## src/rtl/tv_sync_gen_pkg.sv

```systemverilog
// Shared timing constants and types for the PAL/NTSC raster generator.
// Contents:
//   - default PAL/NTSC line and frame totals (used as module parameter defaults)
//   - sync, blanking and porch widths, counter width
//   - standard-select enum and the half-line helper
package tv_timing_pkg;

  localparam int CNT_W = 9;
  typedef logic [CNT_W-1:0] cnt_t;

  // Default totals; the modules expose these as overridable parameters.
  localparam int H_TOTAL_PAL_DEF  = 448;
  localparam int H_TOTAL_NTSC_DEF = 444;
  localparam int V_TOTAL_PAL_DEF  = 312;
  localparam int V_TOTAL_NTSC_DEF = 262;

  // Widths are in pixel ticks (horizontal) or lines (vertical).
  localparam cnt_t H_SYNC_W      = 9'd33;
  localparam cnt_t H_BLANK_W     = 9'd84;
  localparam cnt_t H_FRONT_W     = 9'd10;
  localparam cnt_t V_SYNC_LINES  = 9'd3;
  localparam cnt_t V_BLANK_LINES = 9'd16;

  typedef enum logic {
    STD_PAL  = 1'b0,
    STD_NTSC = 1'b1
  } std_e;

  function automatic cnt_t half_line(input cnt_t h_total);
    return h_total >> 1;
  endfunction

endpackage

```

## src/rtl/tv_sync_gen_if.sv

```systemverilog
// Bus between the raster generator and its consumers.
// Signals:
//   sg_ce, sg_pnsel                      : tick enable and standard request (into generator)
//   sg_hsync, sg_csync, sg_blank,
//   sg_cenable, sg_frame                 : sync/blank outputs
//   sg_hcnt, sg_vcnt, sg_pnsel_q         : raster position and active standard
// Modports: master drives sg_ce/sg_pnsel, slave (the generator) drives the rest.
interface tv_sync_gen_if;

  logic                sg_ce;
  logic                sg_pnsel;
  logic                sg_hsync;
  logic                sg_csync;
  logic                sg_blank;
  logic                sg_cenable;
  tv_timing_pkg::cnt_t sg_hcnt;
  tv_timing_pkg::cnt_t sg_vcnt;
  logic                sg_pnsel_q;
  logic                sg_frame;

  modport master (
    output sg_ce, sg_pnsel,
    input  sg_hsync, sg_csync, sg_blank, sg_cenable,
    input  sg_hcnt, sg_vcnt, sg_pnsel_q, sg_frame
  );

  modport slave (
    input  sg_ce, sg_pnsel,
    output sg_hsync, sg_csync, sg_blank, sg_cenable,
    output sg_hcnt, sg_vcnt, sg_pnsel_q, sg_frame
  );

endinterface

```

## src/rtl/tv_sync_gen_line_counter.sv

```systemverilog
// Horizontal/vertical raster counter pair with tick enable and a standard
// select that is only allowed to change on the frame wrap tick.
// Ports:
//   clk_i, rst_i         : clock, asynchronous active-high reset
//   ce_i                 : pixel tick enable
//   pnsel_i              : requested standard (0 PAL, 1 NTSC)
//   hcnt_o, vcnt_o       : current (registered) counters
//   pnsel_o              : standard currently in effect
//   hcnt_next_o, vcnt_next_o, pnsel_next_o : next-state values, for zero-skew decode
//   frame_wrap_o         : next state is the first tick of a frame
module tv_line_counter import tv_timing_pkg::*; #(
  parameter int H_TOTAL_PAL  = H_TOTAL_PAL_DEF,
  parameter int H_TOTAL_NTSC = H_TOTAL_NTSC_DEF,
  parameter int V_TOTAL_PAL  = V_TOTAL_PAL_DEF,
  parameter int V_TOTAL_NTSC = V_TOTAL_NTSC_DEF
) (
  input  logic clk_i,
  input  logic rst_i,
  input  logic ce_i,
  input  logic pnsel_i,
  output cnt_t hcnt_o,
  output cnt_t vcnt_o,
  output logic pnsel_o,
  output cnt_t hcnt_next_o,
  output cnt_t vcnt_next_o,
  output logic pnsel_next_o,
  output logic frame_wrap_o
);

  localparam cnt_t H_LAST_PAL  = cnt_t'(H_TOTAL_PAL - 1);
  localparam cnt_t H_LAST_NTSC = cnt_t'(H_TOTAL_NTSC - 1);
  localparam cnt_t V_LAST_PAL  = cnt_t'(V_TOTAL_PAL - 1);
  localparam cnt_t V_LAST_NTSC = cnt_t'(V_TOTAL_NTSC - 1);

  cnt_t hcnt_q, hcnt_d;
  cnt_t vcnt_q, vcnt_d;
  logic pnsel_q, pnsel_d;
  logic wrap;
  cnt_t h_last, v_last;

  always_comb begin
    h_last  = pnsel_q ? H_LAST_NTSC : H_LAST_PAL;
    v_last  = pnsel_q ? V_LAST_NTSC : V_LAST_PAL;
    hcnt_d  = hcnt_q;
    vcnt_d  = vcnt_q;
    pnsel_d = pnsel_q;
    wrap    = 1'b0;
    if (ce_i) begin
      // >= rather than == so a counter left beyond a smaller total wraps at once.
      if (hcnt_q >= h_last) begin
        hcnt_d = '0;
        if (vcnt_q >= v_last) begin
          vcnt_d  = '0;
          pnsel_d = pnsel_i;
          wrap    = 1'b1;
        end else begin
          vcnt_d = vcnt_q + 1'b1;
        end
      end else begin
        hcnt_d = hcnt_q + 1'b1;
      end
    end
  end

  always_ff @(posedge clk_i or posedge rst_i) begin
    if (rst_i) begin
      hcnt_q  <= '0;
      vcnt_q  <= '0;
      pnsel_q <= 1'b0;
    end else begin
      hcnt_q  <= hcnt_d;
      vcnt_q  <= vcnt_d;
      pnsel_q <= pnsel_d;
    end
  end

  assign hcnt_o       = hcnt_q;
  assign vcnt_o       = vcnt_q;
  assign pnsel_o      = pnsel_q;
  assign hcnt_next_o  = hcnt_d;
  assign vcnt_next_o  = vcnt_d;
  assign pnsel_next_o = pnsel_d;
  assign frame_wrap_o = wrap;

endmodule

```

## src/rtl/tv_sync_gen.sv

```systemverilog
// PAL/NTSC raster timing generator: line sync, composite sync (with broad
// pulses), blanking, colour enable, raster counters and frame strobe.
// Ports:
//   sg_clock, sg_reset : clock, asynchronous active-high reset
//   sg_bus (slave)     : sg_ce/sg_pnsel in; sync, blank, counters, frame out
// Build option: define SG_EQUALIZE_EN to put equalising pulses on the three
// lines either side of the broad-pulse lines; otherwise they carry line sync.
// The sync/blank outputs are decoded from the counter next state and
// registered, so they line up with the sg_hcnt/sg_vcnt shown in that cycle.
module tv_sync_gen import tv_timing_pkg::*; #(
  parameter int H_TOTAL_PAL  = H_TOTAL_PAL_DEF,
  parameter int H_TOTAL_NTSC = H_TOTAL_NTSC_DEF,
  parameter int V_TOTAL_PAL  = V_TOTAL_PAL_DEF,
  parameter int V_TOTAL_NTSC = V_TOTAL_NTSC_DEF
) (
  input  logic         sg_clock,
  input  logic         sg_reset,
  tv_sync_gen_if.slave sg_bus
);

  cnt_t hcnt_cur, vcnt_cur, hcnt_next, vcnt_next;
  logic pnsel_cur, pnsel_next, frame_wrap;
  std_e std_next;

  tv_line_counter #(
    .H_TOTAL_PAL  (H_TOTAL_PAL),
    .H_TOTAL_NTSC (H_TOTAL_NTSC),
    .V_TOTAL_PAL  (V_TOTAL_PAL),
    .V_TOTAL_NTSC (V_TOTAL_NTSC)
  ) u_line_counter (
    .clk_i        (sg_clock),
    .rst_i        (sg_reset),
    .ce_i         (sg_bus.sg_ce),
    .pnsel_i      (sg_bus.sg_pnsel),
    .hcnt_o       (hcnt_cur),
    .vcnt_o       (vcnt_cur),
    .pnsel_o      (pnsel_cur),
    .hcnt_next_o  (hcnt_next),
    .vcnt_next_o  (vcnt_next),
    .pnsel_next_o (pnsel_next),
    .frame_wrap_o (frame_wrap)
  );

  // Decode against the standard that will be in effect alongside the new counters.
  assign std_next = std_e'(pnsel_next);

  cnt_t h_total, half, hh;
  logic broad_line, eq_line;
  logic hsync_d, csync_d, blank_d;
`ifdef SG_EQUALIZE_EN
  cnt_t v_total;
`endif

  always_comb begin
    h_total    = (std_next == STD_NTSC) ? cnt_t'(H_TOTAL_NTSC) : cnt_t'(H_TOTAL_PAL);
    half       = half_line(h_total);
    // Position within the current half line; hcnt never reaches 2*HALF.
    hh         = (hcnt_next >= half) ? hcnt_next - half : hcnt_next;
    hsync_d    = !(hcnt_next < H_SYNC_W);
    blank_d    = (hcnt_next < H_BLANK_W) || (hcnt_next >= h_total - H_FRONT_W) ||
                 (vcnt_next < V_BLANK_LINES);
    broad_line = vcnt_next < V_SYNC_LINES;
    eq_line    = 1'b0;
`ifdef SG_EQUALIZE_EN
    v_total    = (std_next == STD_NTSC) ? cnt_t'(V_TOTAL_NTSC) : cnt_t'(V_TOTAL_PAL);
    eq_line    = (vcnt_next >= v_total - 9'd3) ||
                 ((vcnt_next >= V_SYNC_LINES) && (vcnt_next < V_SYNC_LINES + 9'd3));
`endif
    if (broad_line) begin
      csync_d = !(hh < half - H_SYNC_W);
    end else if (eq_line) begin
      csync_d = !(hh < (H_SYNC_W >> 1));
    end else begin
      csync_d = hsync_d;
    end
  end

  logic hsync_q, csync_q, blank_q, frame_q;

  always_ff @(posedge sg_clock or posedge sg_reset) begin
    if (sg_reset) begin
      hsync_q <= 1'b1;
      csync_q <= 1'b1;
      blank_q <= 1'b1;
      frame_q <= 1'b0;
    end else begin
      // The frame strobe is a single-clock pulse even when ticks are sparse.
      frame_q <= frame_wrap;
      if (sg_bus.sg_ce) begin
        hsync_q <= hsync_d;
        csync_q <= csync_d;
        blank_q <= blank_d;
      end
    end
  end

  assign sg_bus.sg_hsync   = hsync_q;
  assign sg_bus.sg_csync   = csync_q;
  assign sg_bus.sg_blank   = blank_q;
  assign sg_bus.sg_cenable = ~blank_q;
  assign sg_bus.sg_frame   = frame_q;
  assign sg_bus.sg_hcnt    = hcnt_cur;
  assign sg_bus.sg_vcnt    = vcnt_cur;
  assign sg_bus.sg_pnsel_q = pnsel_cur;

endmodule

```

## src/flat_wrapper.sv

```systemverilog
// flat-port wrapper written by rule: the top's interface ports become plain ports
module tv_sync_gen_flat import tv_timing_pkg::*;
#(
  parameter int H_TOTAL_PAL  = H_TOTAL_PAL_DEF,
  parameter int H_TOTAL_NTSC = H_TOTAL_NTSC_DEF,
  parameter int V_TOTAL_PAL  = V_TOTAL_PAL_DEF,
  parameter int V_TOTAL_NTSC = V_TOTAL_NTSC_DEF
)
  (sg_clock, sg_reset, sg_bus_sg_ce, sg_bus_sg_pnsel, sg_bus_sg_hsync, sg_bus_sg_csync, sg_bus_sg_blank, sg_bus_sg_cenable, sg_bus_sg_hcnt, sg_bus_sg_vcnt, sg_bus_sg_pnsel_q, sg_bus_sg_frame);
  tv_sync_gen_if sg_bus_i ();
  input  logic sg_clock;
  input  logic sg_reset;
  input wire logic [$bits(sg_bus_i.sg_ce)-1:0] sg_bus_sg_ce;
  input wire logic [$bits(sg_bus_i.sg_pnsel)-1:0] sg_bus_sg_pnsel;
  output wire logic [$bits(sg_bus_i.sg_hsync)-1:0] sg_bus_sg_hsync;
  output wire logic [$bits(sg_bus_i.sg_csync)-1:0] sg_bus_sg_csync;
  output wire logic [$bits(sg_bus_i.sg_blank)-1:0] sg_bus_sg_blank;
  output wire logic [$bits(sg_bus_i.sg_cenable)-1:0] sg_bus_sg_cenable;
  output wire logic [$bits(sg_bus_i.sg_hcnt)-1:0] sg_bus_sg_hcnt;
  output wire logic [$bits(sg_bus_i.sg_vcnt)-1:0] sg_bus_sg_vcnt;
  output wire logic [$bits(sg_bus_i.sg_pnsel_q)-1:0] sg_bus_sg_pnsel_q;
  output wire logic [$bits(sg_bus_i.sg_frame)-1:0] sg_bus_sg_frame;
  assign sg_bus_i.sg_ce = sg_bus_sg_ce;
  assign sg_bus_i.sg_pnsel = sg_bus_sg_pnsel;
  assign sg_bus_sg_hsync = sg_bus_i.sg_hsync;
  assign sg_bus_sg_csync = sg_bus_i.sg_csync;
  assign sg_bus_sg_blank = sg_bus_i.sg_blank;
  assign sg_bus_sg_cenable = sg_bus_i.sg_cenable;
  assign sg_bus_sg_hcnt = sg_bus_i.sg_hcnt;
  assign sg_bus_sg_vcnt = sg_bus_i.sg_vcnt;
  assign sg_bus_sg_pnsel_q = sg_bus_i.sg_pnsel_q;
  assign sg_bus_sg_frame = sg_bus_i.sg_frame;
  tv_sync_gen #(.H_TOTAL_PAL(H_TOTAL_PAL), .H_TOTAL_NTSC(H_TOTAL_NTSC), .V_TOTAL_PAL(V_TOTAL_PAL), .V_TOTAL_NTSC(V_TOTAL_NTSC)) u_core (.sg_clock(sg_clock), .sg_reset(sg_reset), .sg_bus(sg_bus_i));
endmodule
```

## config.mk

```make
export PLATFORM = sky130hd
export DESIGN_NAME = tv_sync_gen_flat
export DESIGN_NICKNAME = d
export VERILOG_FILES = /design/src/rtl/tv_sync_gen_pkg.sv /design/src/rtl/tv_sync_gen_if.sv /design/src/rtl/tv_sync_gen_line_counter.sv /design/src/rtl/tv_sync_gen.sv /design/src/flat_wrapper.sv
export SDC_FILE = /design/constraint.sdc
export NUM_CORES = 1
export LEC_CHECK = 0
export BUFFER_PORTS_ARGS = -buffer_cell sky130_fd_sc_hd__buf_2
export CAP_MARGIN = 20
export CORE_UTILIZATION = 57
export DETAILED_ROUTE_END_ITERATION = 10
export PLACE_DENSITY_LB_ADDON = 0.12
export SYNTH_ARGS = -nofsm -noshare
export SYNTH_HDL_FRONTEND = slang
export SYNTH_SLANG_ARGS = --single-unit
```

## constraint.sdc

```tcl
create_clock -name sg_clock -period 5 [get_ports sg_clock]
set_input_delay 0.5 -clock sg_clock [delete_from_list [all_inputs] [get_ports sg_clock]]
set_output_delay 0.5 -clock sg_clock [all_outputs]
set_load 0.1 [all_outputs]
```

==> results list, run 1 <==
- The flow ran to the end, and the final reports show no timing, DRC or antenna violations.
- By area the synthesized netlist is led by sky130_fd_sc_hd__dfrtp_1 27%, sky130_fd_sc_hd__ha_1 7.3%, sky130_fd_sc_hd__dfstp_2 4.2%.
- 0 antenna diodes ended up in the layout.
- On the final layout, the worst clock skew is 0.00643 ns.
- For this design the ratio of total power to cell area is 466 nW/µm².
- Gate count after technology mapping: 216
- The worst setup path is captured at a flop.
- The number of pins with negative max-slew slack in the final report came to 0.
- Clock buffer depth: 2
- The worst setup path is launched from a flop.
- Half-perimeter wire length of the detailed placement result: 3560 µm
* Area of all placed cells without fillers: 2070 µm²
* Routed vias/inst: 6.42
* Clock transition at the registers of the reported paths: 0.14 ns
- The later pin in the worst-skew pair is clocked with a latency of 0.32 ns.
* Total Negative Setup Slacks: 0 ns
- The routed design has 4740 µm of wire.
* I/O pin count: 28
- R2R cell count: 15
- The via count of the first global-routing pass is 1,656.
* Ordered list of cells on the worst path: ha_1 -> inv_1 -> o31ai_2 -> nand2_2 -> o21ai_1 -> nand2_1 -> inv_1 -> ha_1 -> nor2b_1 -> a22o_1 -> a311oi_1 -> xnor2_1 -> nand3_1 -> a31o_1 -> a31oi_1
* Maximum single-stage delay on the critical path: 0.53 ns
- Die outline width: 59.4 µm
* Setup-violating endpoint count in the final report: 0
- Unrepaired setup endpoints after global routing: no
* Async set-reset flop share out of synthesis: 100%
- Area share of the largest cell type after synthesis: 26.6%
* Number of clock buffers inserted by TritonCTS: 3
- After the first detailed-routing iteration, the DRC count stood at 149.
* Global-route wire length before repair: 7880 µm
* Placeable core region: 3100 µm²
- TritonCTS built the clock tree.
- Nets in the synthesized netlist: 232
- Number of instances resized during post-cts repair: 0
- Max-slew headroom at the worst pin: 40.5%
- The first detailed-routing pass ran for 4 iterations.
- The kind of cell with the highest combined delay along the critical path is compound AO/OA/AOI/OAI gates.
- Area growth, synth to finish: 10.2%
* Most frequent standard cell in the layout excluding fill and tap cells: sky130_fd_sc_hd__buf_2
* Number of endpoints with negative hold slack in the final report: 0
- Warning count from the yosys run: 0
- Number of antenna-violating nets in the routed design: 0
* Number of max-cap violations: 0
* Number of register bits inferred by synthesis: 23
* Register area share after synthesis: 30.8%
- CTS built an H-tree with a depth of 1.
- Placed Area: 2040 µm²
* Classification of the worst-slack hold path: in -> async
- Routed length per instance: 16.6 µm
- Routability congestion estimate: 0.907
- Top library cells by usage in the layout, fill and taps aside: 27 x sky130_fd_sc_hd__buf_2, 20 x sky130_fd_sc_hd__dfrtp_1, 19 x sky130_fd_sc_hd__nor2_1
- Core utilization of the finished layout: 66.8%
- In the synthesized netlist the dominant register cell turns out to be sky130_fd_sc_hd__dfrtp_1.
* Floorplan die area: 3530 µm²
- Top cell type by total area after synthesis: sky130_fd_sc_hd__dfrtp_1
* Clock root buffer: sky130_fd_sc_hd__clkbuf_4
* Post-Syn Area per Cell: 8.71 µm²
* Starting utilization of the core area: 60.6%
- Fraction of layout cells with a size suffix above 1: 19.0%
- Clock tree synthesis found a total of 23 sinks.
- Post-CTS Setup Inserts: 0
- WP data required: 5.26 ns
* Reported leakage power: 0.917 nW
- The design draws 966 µW.
- Data on the critical path arrives at its endpoint at 4.31 ns.
- Number of enable-type register cells in the synthesized netlist: 0
- Core Rows: 20
- Worst path buffer plus inverter count: 2
- Distinct cell type count after synthesis: 62
* Global router's overall resource usage: 30.0%
* Mapped Area: 1880 µm²
- Total number of vias: 1,835
- Along the worst path, the maximum fanout reaches 12.
- After the last flow step, the layout net total stands at 259.
* Number of port buffers: 27
- Cts hold-fix bufs: 0
- From bottom edge to top edge, the die measures 59.4 µm.
* Final worst path period share: 80.9%
- For this design, the slowest cell found on the critical path is sky130_fd_sc_hd__dfrtp_1.
* Measured slew at the worst slew-check pin: 0.892 ns
- DRC viols: 0
- For this run the aggregate overflow at the end of global routing stands at 0.
- Initial antenna violation count: 0
- After layout, the minimum clock period comes to 4.05 ns.
- Based on the critical path, the design can be clocked at up to 247 MHz.
- The critical path is of the reg -> reg type.
- Worst voltage drop across the vdd grid: 0.559 mV
* Number of cells on the critical path: 15
- Entering global routing, the biggest net connects 24 pins.
[power by group]
part,switching (mW),internal [mW],total [mW]
sequential,0.0569,0.213,0.270
clock,0.0607,0.0300,0.0907
combinational,0.431,0.175,0.606
total,0.549,0.418,0.966
[metrics by stage]
| stage | hold WS (ns) | cells | setup slack, ns |
|---|---|---|---|
| 2_1_floorplan | 0.500 | 216 | 0.901 |
| 3_3_place_gp | 0.496 | 282 | 1.03 |
| 3_5_place_dp | 0.492 | 282 | 0.994 |
| 4_1_cts | 0.381 | 286 | 0.987 |
| 5_1_grt | 0.398 | 286 | 0.665 |
| 6_report | 0.337 | 286 | 0.954 |
[sequential cells by signal, indices dropped and copies added (netlist names)]
name,cells
u_core.u_line_counter.hcnt_o,9
u_core.u_line_counter.vcnt_o,9
u_core.sg_bus.sg_blank,1
u_core.sg_bus.sg_csync,1
u_core.sg_bus.sg_frame,1
u_core.sg_bus.sg_hsync,1
u_core.u_line_counter.pnsel_o,1
[per-layer routing]
layer  global-route usage [%]  vias to the layer above  wire length (µm)
li1                         -                      880                 -
met5                        0                        -                 0
met3                     3.71                        7               352
met4                     9.52                        0                53
met1                     43.8                      866              2150
met2                     45.6                       82              2180
[synth_stat cells, drive strengths merged (2+ instances only)]
cell / instances
dfrtp: 20
nor2: 20
nand2: 16
inv: 13
nand3: 13
o21ai: 13
a21oi: 11
ha: 11
xnor2: 9
nor3: 7
a31oi: 6
xor2: 5
buf: 4
nand4: 4
o31a: 4
o31ai: 4
a211oi: 3
a21o: 3
a41oi: 3
dfstp: 3
nor4: 3
a211o: 2
a22o: 2
and2: 2
and3: 2
clkbuf: 2
nor2b: 2
o211ai: 2
o21bai: 2
o22ai: 2
o311ai: 2
or3: 2
[final cells by class]
cell class                 instances  area, µm²
clock buffer                       3       22.5
clock inverter                     1       5.00
fill                             283       1030
inverter                          13       48.8
multi-input combinational        174       1220
sequential                        23        579
tap                               44       55.1
timing repair buffer              28        143
[cells by family after synthesis]
logic type,Yosys count,share of synthesized area [%]
buf+inv,19,4.39
flops,23,30.8
xor+xnor,14,6.52
compound gates,70,28.3
simple gates,78,21.6
fa+ha+maj,12,8.38
[final timing paths]
kind | startpoint | to | slack [ns]
worst min-delay path | sg_reset | u_core.u_line_counter.vcnt_o[2] | 0.34
worst max register to register | u_core.u_line_counter.pnsel_o | u_core.sg_bus.sg_csync | 0.95
worst min register to register | u_core.sg_bus.sg_blank | u_core.sg_bus.sg_blank | 0.51
min in group sg_clock | u_core.sg_bus.sg_blank | u_core.sg_bus.sg_blank | 0.51
worst max-delay path | u_core.u_line_counter.pnsel_o | u_core.sg_bus.sg_csync | 0.95
max in group asynchronous | sg_reset | u_core.u_line_counter.hcnt_o[6] | 4.11
[worst reg2reg max path: stages, from the launching register on]
cell                       delay (ns)
sky130_fd_sc_hd__dfrtp_1         0.53
sky130_fd_sc_hd__ha_1            0.34
sky130_fd_sc_hd__inv_1           0.07
sky130_fd_sc_hd__o31ai_2         0.46
sky130_fd_sc_hd__nand2_2         0.27
sky130_fd_sc_hd__o21ai_1         0.34
sky130_fd_sc_hd__nand2_1         0.18
sky130_fd_sc_hd__inv_1           0.18
sky130_fd_sc_hd__ha_1            0.31
sky130_fd_sc_hd__nor2b_1         0.18
sky130_fd_sc_hd__a22o_1          0.21
sky130_fd_sc_hd__a311oi_1        0.30
sky130_fd_sc_hd__xnor2_1         0.17
sky130_fd_sc_hd__nand3_1         0.10
sky130_fd_sc_hd__a31o_1          0.23
sky130_fd_sc_hd__a31oi_1         0.13
Note: power is estimated with default switching activity, not from simulation.
==> run 2: changes to the inputs <==
==> constraint.sdc (replaced) <==
create_clock -name sg_clock -period 3.8 [get_ports sg_clock]
set_input_delay 0.38 -clock sg_clock [delete_from_list [all_inputs] [get_ports sg_clock]]
set_output_delay 0.38 -clock sg_clock [all_outputs]
set_load 0.1 [all_outputs]
==> run 2 against run 1 <==
Die area unchanged. Setup slack worse by 0.73 ns. Largest cell class unchanged. Fmax up 13%. Worst hold slack worse by 0.11 ns. Sequential power up 32%. Final cell count up 1.7%. Critical path depth down 1. Cell area up 3.4%. Register-to-register slack worse by 0.73 ns.
==> results list, run 2 (synthesis results as in run 1) <==
- Area growth, synth to finish: 14.0%
* Crit Path Category: reg -> reg
* Period minus WS final: 3.58 ns
- Ordered list of cells on the worst path: ha_1 -> a41oi_1 -> o31a_1 -> nor2_1 -> buf_4 -> nor2_1 -> ha_1 -> nor2b_1 -> a22o_1 -> a311oi_1 -> xnor2_1 -> nand3_1 -> a31o_1 -> a31oi_1
- Number of non-filler instances in the completed layout: 291
- Leaving out fill and tap cells, the most frequent cell in the layout is sky130_fd_sc_hd__buf_2.
* Total Negative Setup Slacks: 0 ns
- Critical path endpoint category: flop
- The number of placed instances, taps included, is 287.
- Met1 usage in global routing: 41.2%
- Worst Setup Slack post-DPL: 0.145 ns
- Of the total power, the share spent switching nets is 56.0%.
* Vertical die dimension: 59.4 µm
- Depth of the CTS H-tree: 1
- Setup repair after global routing left no endpoint under its margin.
- Worst R2R Setup Slack: 0.22 ns
- The number of pins with negative max-slew slack in the final report was 0.
- Clock root buffer: sky130_fd_sc_hd__clkbuf_4
- At the end of routability-driven placement, the weighted congestion stood at 0.955.
* Number of max-cap violations: 0
- GR met2 Demand/Resource: 45.1%
- After layout, the worst setup slack is 0.222 ns.
- WP data required: 4.05 ns
* Cts hold-fix bufs: 0
* Fmax achieved: 279 MHz
* Measured slew at the worst slew-check pin: 0.885 ns
- Diode count: 0
* Proportion of power drawn by flip-flops and latches: 27.8%
- In this run the worst hold path is classified as in -> async.
- The floorplan step set the die width to 59.4 µm.
- Number of port buffers: 27
- Global routing consumed, over all layers together, 28.9% of the routing resources.
* Reported leakage power: 0.936 nW
* Worst-Skew Late Latency: 0.31 ns
* DRC viols: 0
* Top library cells by usage in the layout, fill and taps aside: 27 x sky130_fd_sc_hd__buf_2, 19 x sky130_fd_sc_hd__nor2_1, 13 x sky130_fd_sc_hd__nand2_1
- In the final layout, the share of cells above drive strength 1 is 27.5%.
- The count of nets left with antenna violations once routing finished came out at 0.
* Half-perimeter wire length of the detailed placement result: 3590 µm
- Dividing the detail-routed via count by the number of cells gives 6.21.
* Placeable core region: 3100 µm²
- Floorplan die area: 3530 µm²
- Setup-violating endpoint count in the final report: 0
- Initial antenna violation count: 0
- Startpoint class of the critical path: flop
- Cell internal power was estimated by the tool at 564 µW.
* Global-route wire length before repair: 7730 µm
- Clock transition at the registers of the reported paths: 0.14 ns
- Overall routed net length: 4670 µm
* DR iter-0 viols: 171
* Number of detailed-routing iterations run before antenna repair: 4
- Power Density: 597 nW/µm²
- R2R cell count: 14
- Capture instance of the worst register-to-register path: u_core.sg_bus.sg_csync
- After the last flow step, the layout net total stands at 264.
- Starting utilization of the core area: 60.6%
- For this design, the slowest cell found on the critical path is sky130_fd_sc_hd__dfrtp_2.
- Number of fill cells in the layout: 275
- In this run the core area contains 20 standard-cell rows.
- The longest clock path from root to sink contains 2 buffers.
- TritonCTS clock tree: yes
* Fraction of power consumed by the clock network: 9.1%
- The final-report hold violation count came to 0.
- 28 I/O pins were placed.
* Critical R2R Launch: u_core.u_line_counter.pnsel_o
- The analysis attributes to net switching a power of 716 µW.
- Headroom to the max-slew limit came out at 40.9%.
- Data arrives at the worst endpoint at 3.82 ns.
* Maximum fanout encountered on the critical timing path: 12
- Gr busiest metal: met2
* Maximum single-stage delay on the critical path: 0.51 ns
- Met3 Use GR: 3.28%
- Number of clock buffers inserted by TritonCTS: 3
* Worst Skew: 0.00482 ns
- Combinational power share: 63.0%
- Largest net degree at the start of global routing: 24
- Result of the run: completed
- Final worst path period share: 94.2%
- Via count of the first global-routing pass: 1,652
- Worst voltage drop across the vdd grid: 0.592 mV
- Overflow after GRT: 0
* Routed length per instance: 16.0 µm
- Clock Sink Count: 23
* Total number of vias: 1,807
[run 2: worst max-delay path by stage]
stage | to | startpoint
after floorplan | u_core.sg_bus.sg_csync | u_core.u_line_counter.hcnt_o[6]
after global placement | u_core.sg_bus.sg_csync | u_core.u_line_counter.pnsel_o
after detailed placement | u_core.sg_bus.sg_csync | u_core.u_line_counter.pnsel_o
after CTS | u_core.sg_bus.sg_csync | u_core.u_line_counter.pnsel_o
after global routing | u_core.sg_bus.sg_csync | u_core.u_line_counter.pnsel_o
final | u_core.sg_bus.sg_csync | u_core.u_line_counter.pnsel_o
[run 2: critical path: cells and delay by family (launching register included)]
kind / cells / cell delay (ns)
buffers and inverters: 1 / 0.20
AO/OA/AOI/OAI: 6 / 1.45
AND/OR/NAND/NOR: 4 / 0.60
XOR/XNOR: 1 / 0.16
adder cells (fa/ha/maj): 2 / 0.58
flip-flops: 1 / 0.51
[run 2: through the flow]
| stage | instance area, µm² | total power [mW] | utilization [%] | hold slack (ns) |
|---|---|---|---|---|
| CTS | 2120 | 1.26 | 68.4 | 0.258 |
| floorplan | 1890 | 1.00 | - | 0.379 |
| global route | 2140 | 1.37 | 69.1 | 0.283 |
| finish | 2140 | 1.28 | 69.1 | 0.223 |
| global placement | 2090 | 1.15 | 67.5 | 0.503 |
| detailed placement | 2090 | 1.15 | 67.5 | 0.493 |
[run 2: what timing repair did]
item | 4_1_cts | 5_1_grt
buffers inserted | 0 | 0
endpoints found under the setup margin | 0 | 1
gates resized for setup | 0 | 7
[run 2: power groups by stage]
stage / clock [mW] / sequential (mW) / combinational, mW
global placement: 0 / 0.359 / 0.787
floorplan: 0 / 0.587 / 0.417
finish: 0.117 / 0.357 / 0.807
CTS: 0.119 / 0.354 / 0.792
global route: 0.131 / 0.364 / 0.874
detailed placement: 0 / 0.359 / 0.788
[run 2: final cells by class]
cell class | instances | area [µm²] | share of cell area [%]
Inverter | 13 | 48.8 | 2.28
Sequential cell | 23 | 592 | 27.6
Tap cell | 44 | 55.1 | 2.57
Clock buffer | 3 | 22.5 | 1.05
Timing Repair Buffer | 33 | 180 | 8.41
Clock inverter | 1 | 5.00 | 0.234
Multi-Input combinational cell | 174 | 1240 | 57.9
[run 2: routing by layer]
layer	routed length (µm)	vias up
met5	0	-
met4	81	0
met3	305	10
met2	2120	74
met1	2160	834
li1	-	889
==> run 3: changes to the inputs <==
--- a/config.mk
+++ b/config.mk
@@ -7,6 +7,7 @@
 export LEC_CHECK = 0
 export BUFFER_PORTS_ARGS = -buffer_cell sky130_fd_sc_hd__buf_2
 export CAP_MARGIN = 20
+export CORE_ASPECT_RATIO = 1.75
 export CORE_UTILIZATION = 57
 export DETAILED_ROUTE_END_ITERATION = 10
 export PLACE_DENSITY_LB_ADDON = 0.12
==> run 3 against run 2 <==
Non-clock buffer count increased by 4. Largest cell class unchanged. Clock power increased by 29%. Fmax increased by 1.1%. Register-to-register slack improved by 0.04 ns. First-iteration DRC count decreased by 61%. Global-route usage increased by 2.9 points. Combinational power increased by 5.1%. Final cell count increased by 1.0%. Sequential power decreased by 1%. Core utilization increased by 0.58 points. Sequential share of layout area decreased by 0.57 points.
==> results list, run 3 (synthesis results as in run 1) <==
- The flow ran to the end, and the final reports show no timing, DRC or antenna violations.
- The detail route stage leaves a number of antenna-violating nets equal to 0.
- The later pin in the worst-skew pair is clocked with a latency of 0.26 ns.
- Global router's overall resource usage: 31.7%
* Slowest cell on crit path: sky130_fd_sc_hd__dfrtp_2
- In the layout the commonest cells are 27 x sky130_fd_sc_hd__buf_2, 19 x sky130_fd_sc_hd__nor2_1, 14 x sky130_fd_sc_hd__nand2_1.
- In this run the static leakage power is 0.956 nW.
- CTS built an H-tree with a depth of 1.
* Data arrival time of the worst path: 3.73 ns
- Hold repair after CTS inserted 0 buffers.
- Classification of the worst-slack hold path: in -> async
- Overall routed net length: 5130 µm
- TritonCTS clock tree: yes
- Power Density: 617 nW/µm²
- Row generation in the floorplan step produced 27 rows.
- Measured along the x axis, the die boundary spans 45.4 µm.
- The first TritonRoute pass finished after 5 iterations.
- Setup repair after global routing left no endpoint under its margin.
- The longest clock path from root to sink contains 2 buffers.
- The post-route netlist has 27.5% of its cells at a drive strength greater than 1.
* Hold slack final: 0.285 ns
- VDD sags by at most 1.01 mV.
- Summed over all nets, the half-perimeter wirelength after detailed placement is 4060 µm.
* Maximum fanout encountered on the critical timing path: 11
- The die covers 3540 µm².
- Count of final max-slew check failures: 0
- Global-route wire length before repair: 8250 µm
- Leaving out fill and tap cells, the most frequent cell in the layout is sky130_fd_sc_hd__buf_2.
- Worst setup path start: u_core.u_line_counter.pnsel_o
- The signal on the critical path passes through ha_1 -> o41a_1 -> and2_0 -> nand3_2 -> nand2_1 -> inv_1 -> ha_1 -> nor2b_1 -> a22o_1 -> a311oi_1 -> xnor2_1 -> nand3_1 -> a31o_1 -> a31oi_1.
- Total number of vias: 1,901
- In this run, post-CTS repair resized a total of 0 instances.
* Number of clock buffers inserted by TritonCTS: 3
- Maximum single-stage delay on the critical path: 0.50 ns
* Vertical die dimension: 78.0 µm
- Worst Skew: 0.00155 ns
- For this configuration, the core starts out at a cell density of 59.9%.
- At the pin with the least slew margin, the transition time is 0.864 ns.
- Routability congestion estimate: 0.955
* Clock Sink Count: 23
- Setup slack on the critical path of the routed design comes to 0.259 ns.
- Number of max-cap violations: 0
- In the finished design, the share of the clock period the worst path needs comes to 93.2%.
* Cell occurring most often along the worst timing path: sky130_fd_sc_hd__ha_1
- Max-slew headroom at the worst pin: 42.3%
* DRC viols: 0
* Worst Setup Slack post-DPL: 0.197 ns
- From synthesis to final layout, the design area changed by 16.4%.
- Crit Path Category: reg -> reg
- Clock-pin slew was measured on the worst setup and hold paths at 0.08 ns.
* Critical R2R Launch: u_core.u_line_counter.pnsel_o
* Number of endpoints with negative hold slack in the final report: 0
- The smallest clock period supported by the final layout is computed as 3.54 ns.
- Fin nets: 268
- Data on the critical path is required at its endpoint by 3.99 ns.
- Number of port buffers: 27
- STA classifies the critical path endpoint as a flop.
- Post-CTS Setup Inserts: 0
* Largest net degree at the start of global routing: 24
- 0 antenna diodes ended up in the layout.
* Placeable core region: 3140 µm²
- Clock root buffer: sky130_fd_sc_hd__clkbuf_8
* DR iter-0 viols: 67
- Routed length per instance: 17.4 µm
- Using the TritonRoute via totals, the vias-per-cell ratio works out to 6.47.
* Setup-violating endpoint count in the final report: 0
- Via count of the first global-routing pass: 1,846
* Initial antenna violation count: 0
- In the final timing run, aggregate negative setup slack is 0 ns.
- I/O pin count: 28
- The total overflow left after global routing is 0.
- Startpoint class of the critical path: flop
- Static timing analysis puts the maximum clock frequency at 282 MHz.
run 3: cell count changes in the layout (fill, tap and decap cells not counted), sizes merged:
cell	delta
buf	+4
clkbuf	+1
clkinv	-1
run 3: final timing paths:
kind	to	slack, ns	cells past startpoint
max reg2reg	u_core.sg_bus.sg_csync	0.26	14
max	u_core.sg_bus.sg_csync	0.26	14
min	u_core.u_line_counter.hcnt_o[6]	0.29	2
min in group sg_clock	u_core.u_line_counter.pnsel_o	0.41	3
max in group asynchronous	u_core.u_line_counter.hcnt_o[5]	2.93	2
min reg2reg	u_core.sg_bus.sg_blank	0.53	2
run 3: cell type report:
| class | instances | area (µm²) |
|---|---|---|
| multi-input cells | 174 | 1240 |
| repair buffers | 37 | 210 |
| inverters | 13 | 48.8 |
| fillers | 274 | 953 |
| clock buffers | 4 | 45.0 |
| flip-flops and latches | 23 | 592 |
| well taps | 43 | 53.8 |
run 3: metrics by stage:
stage / power, mW / utilization [%] / area (µm²) / cells
after detailed placement: 1.18 / 67.6 / 2120 / 290
after global routing: 1.44 / 69.7 / 2190 / 294
after floorplan: 1.00 / - / 1890 / 216
final: 1.35 / 69.7 / 2190 / 294
after CTS: 1.34 / 69.0 / 2170 / 294
after global placement: 1.19 / 67.6 / 2120 / 290
run 3: worst max-delay path: cells and delay by family, from the launching register on:
| family | cells | cell delay, ns |
|---|---|---|
| AO/OA/AOI/OAI | 5 | 1.31 |
| XOR/XNOR | 1 | 0.15 |
| AND/OR/NAND/NOR | 5 | 0.73 |
| flip-flops | 1 | 0.50 |
| adder cells (fa/ha/maj) | 2 | 0.62 |
| buffers and inverters | 1 | 0.16 |
run 3: per-layer routing:
metal,share of wire (%),GRT usage (%),vias up
li1,-,-,887
met1,35,32.0,928
met2,57,58.1,67
met3,3.6,2.79,19
met4,4.5,18.2,0
met5,0,0,-
run 3: power breakdown:
group          switching, mW  internal, mW
Clock                 0.0765        0.0748
Combinational          0.589         0.259
Sequential            0.0655         0.287
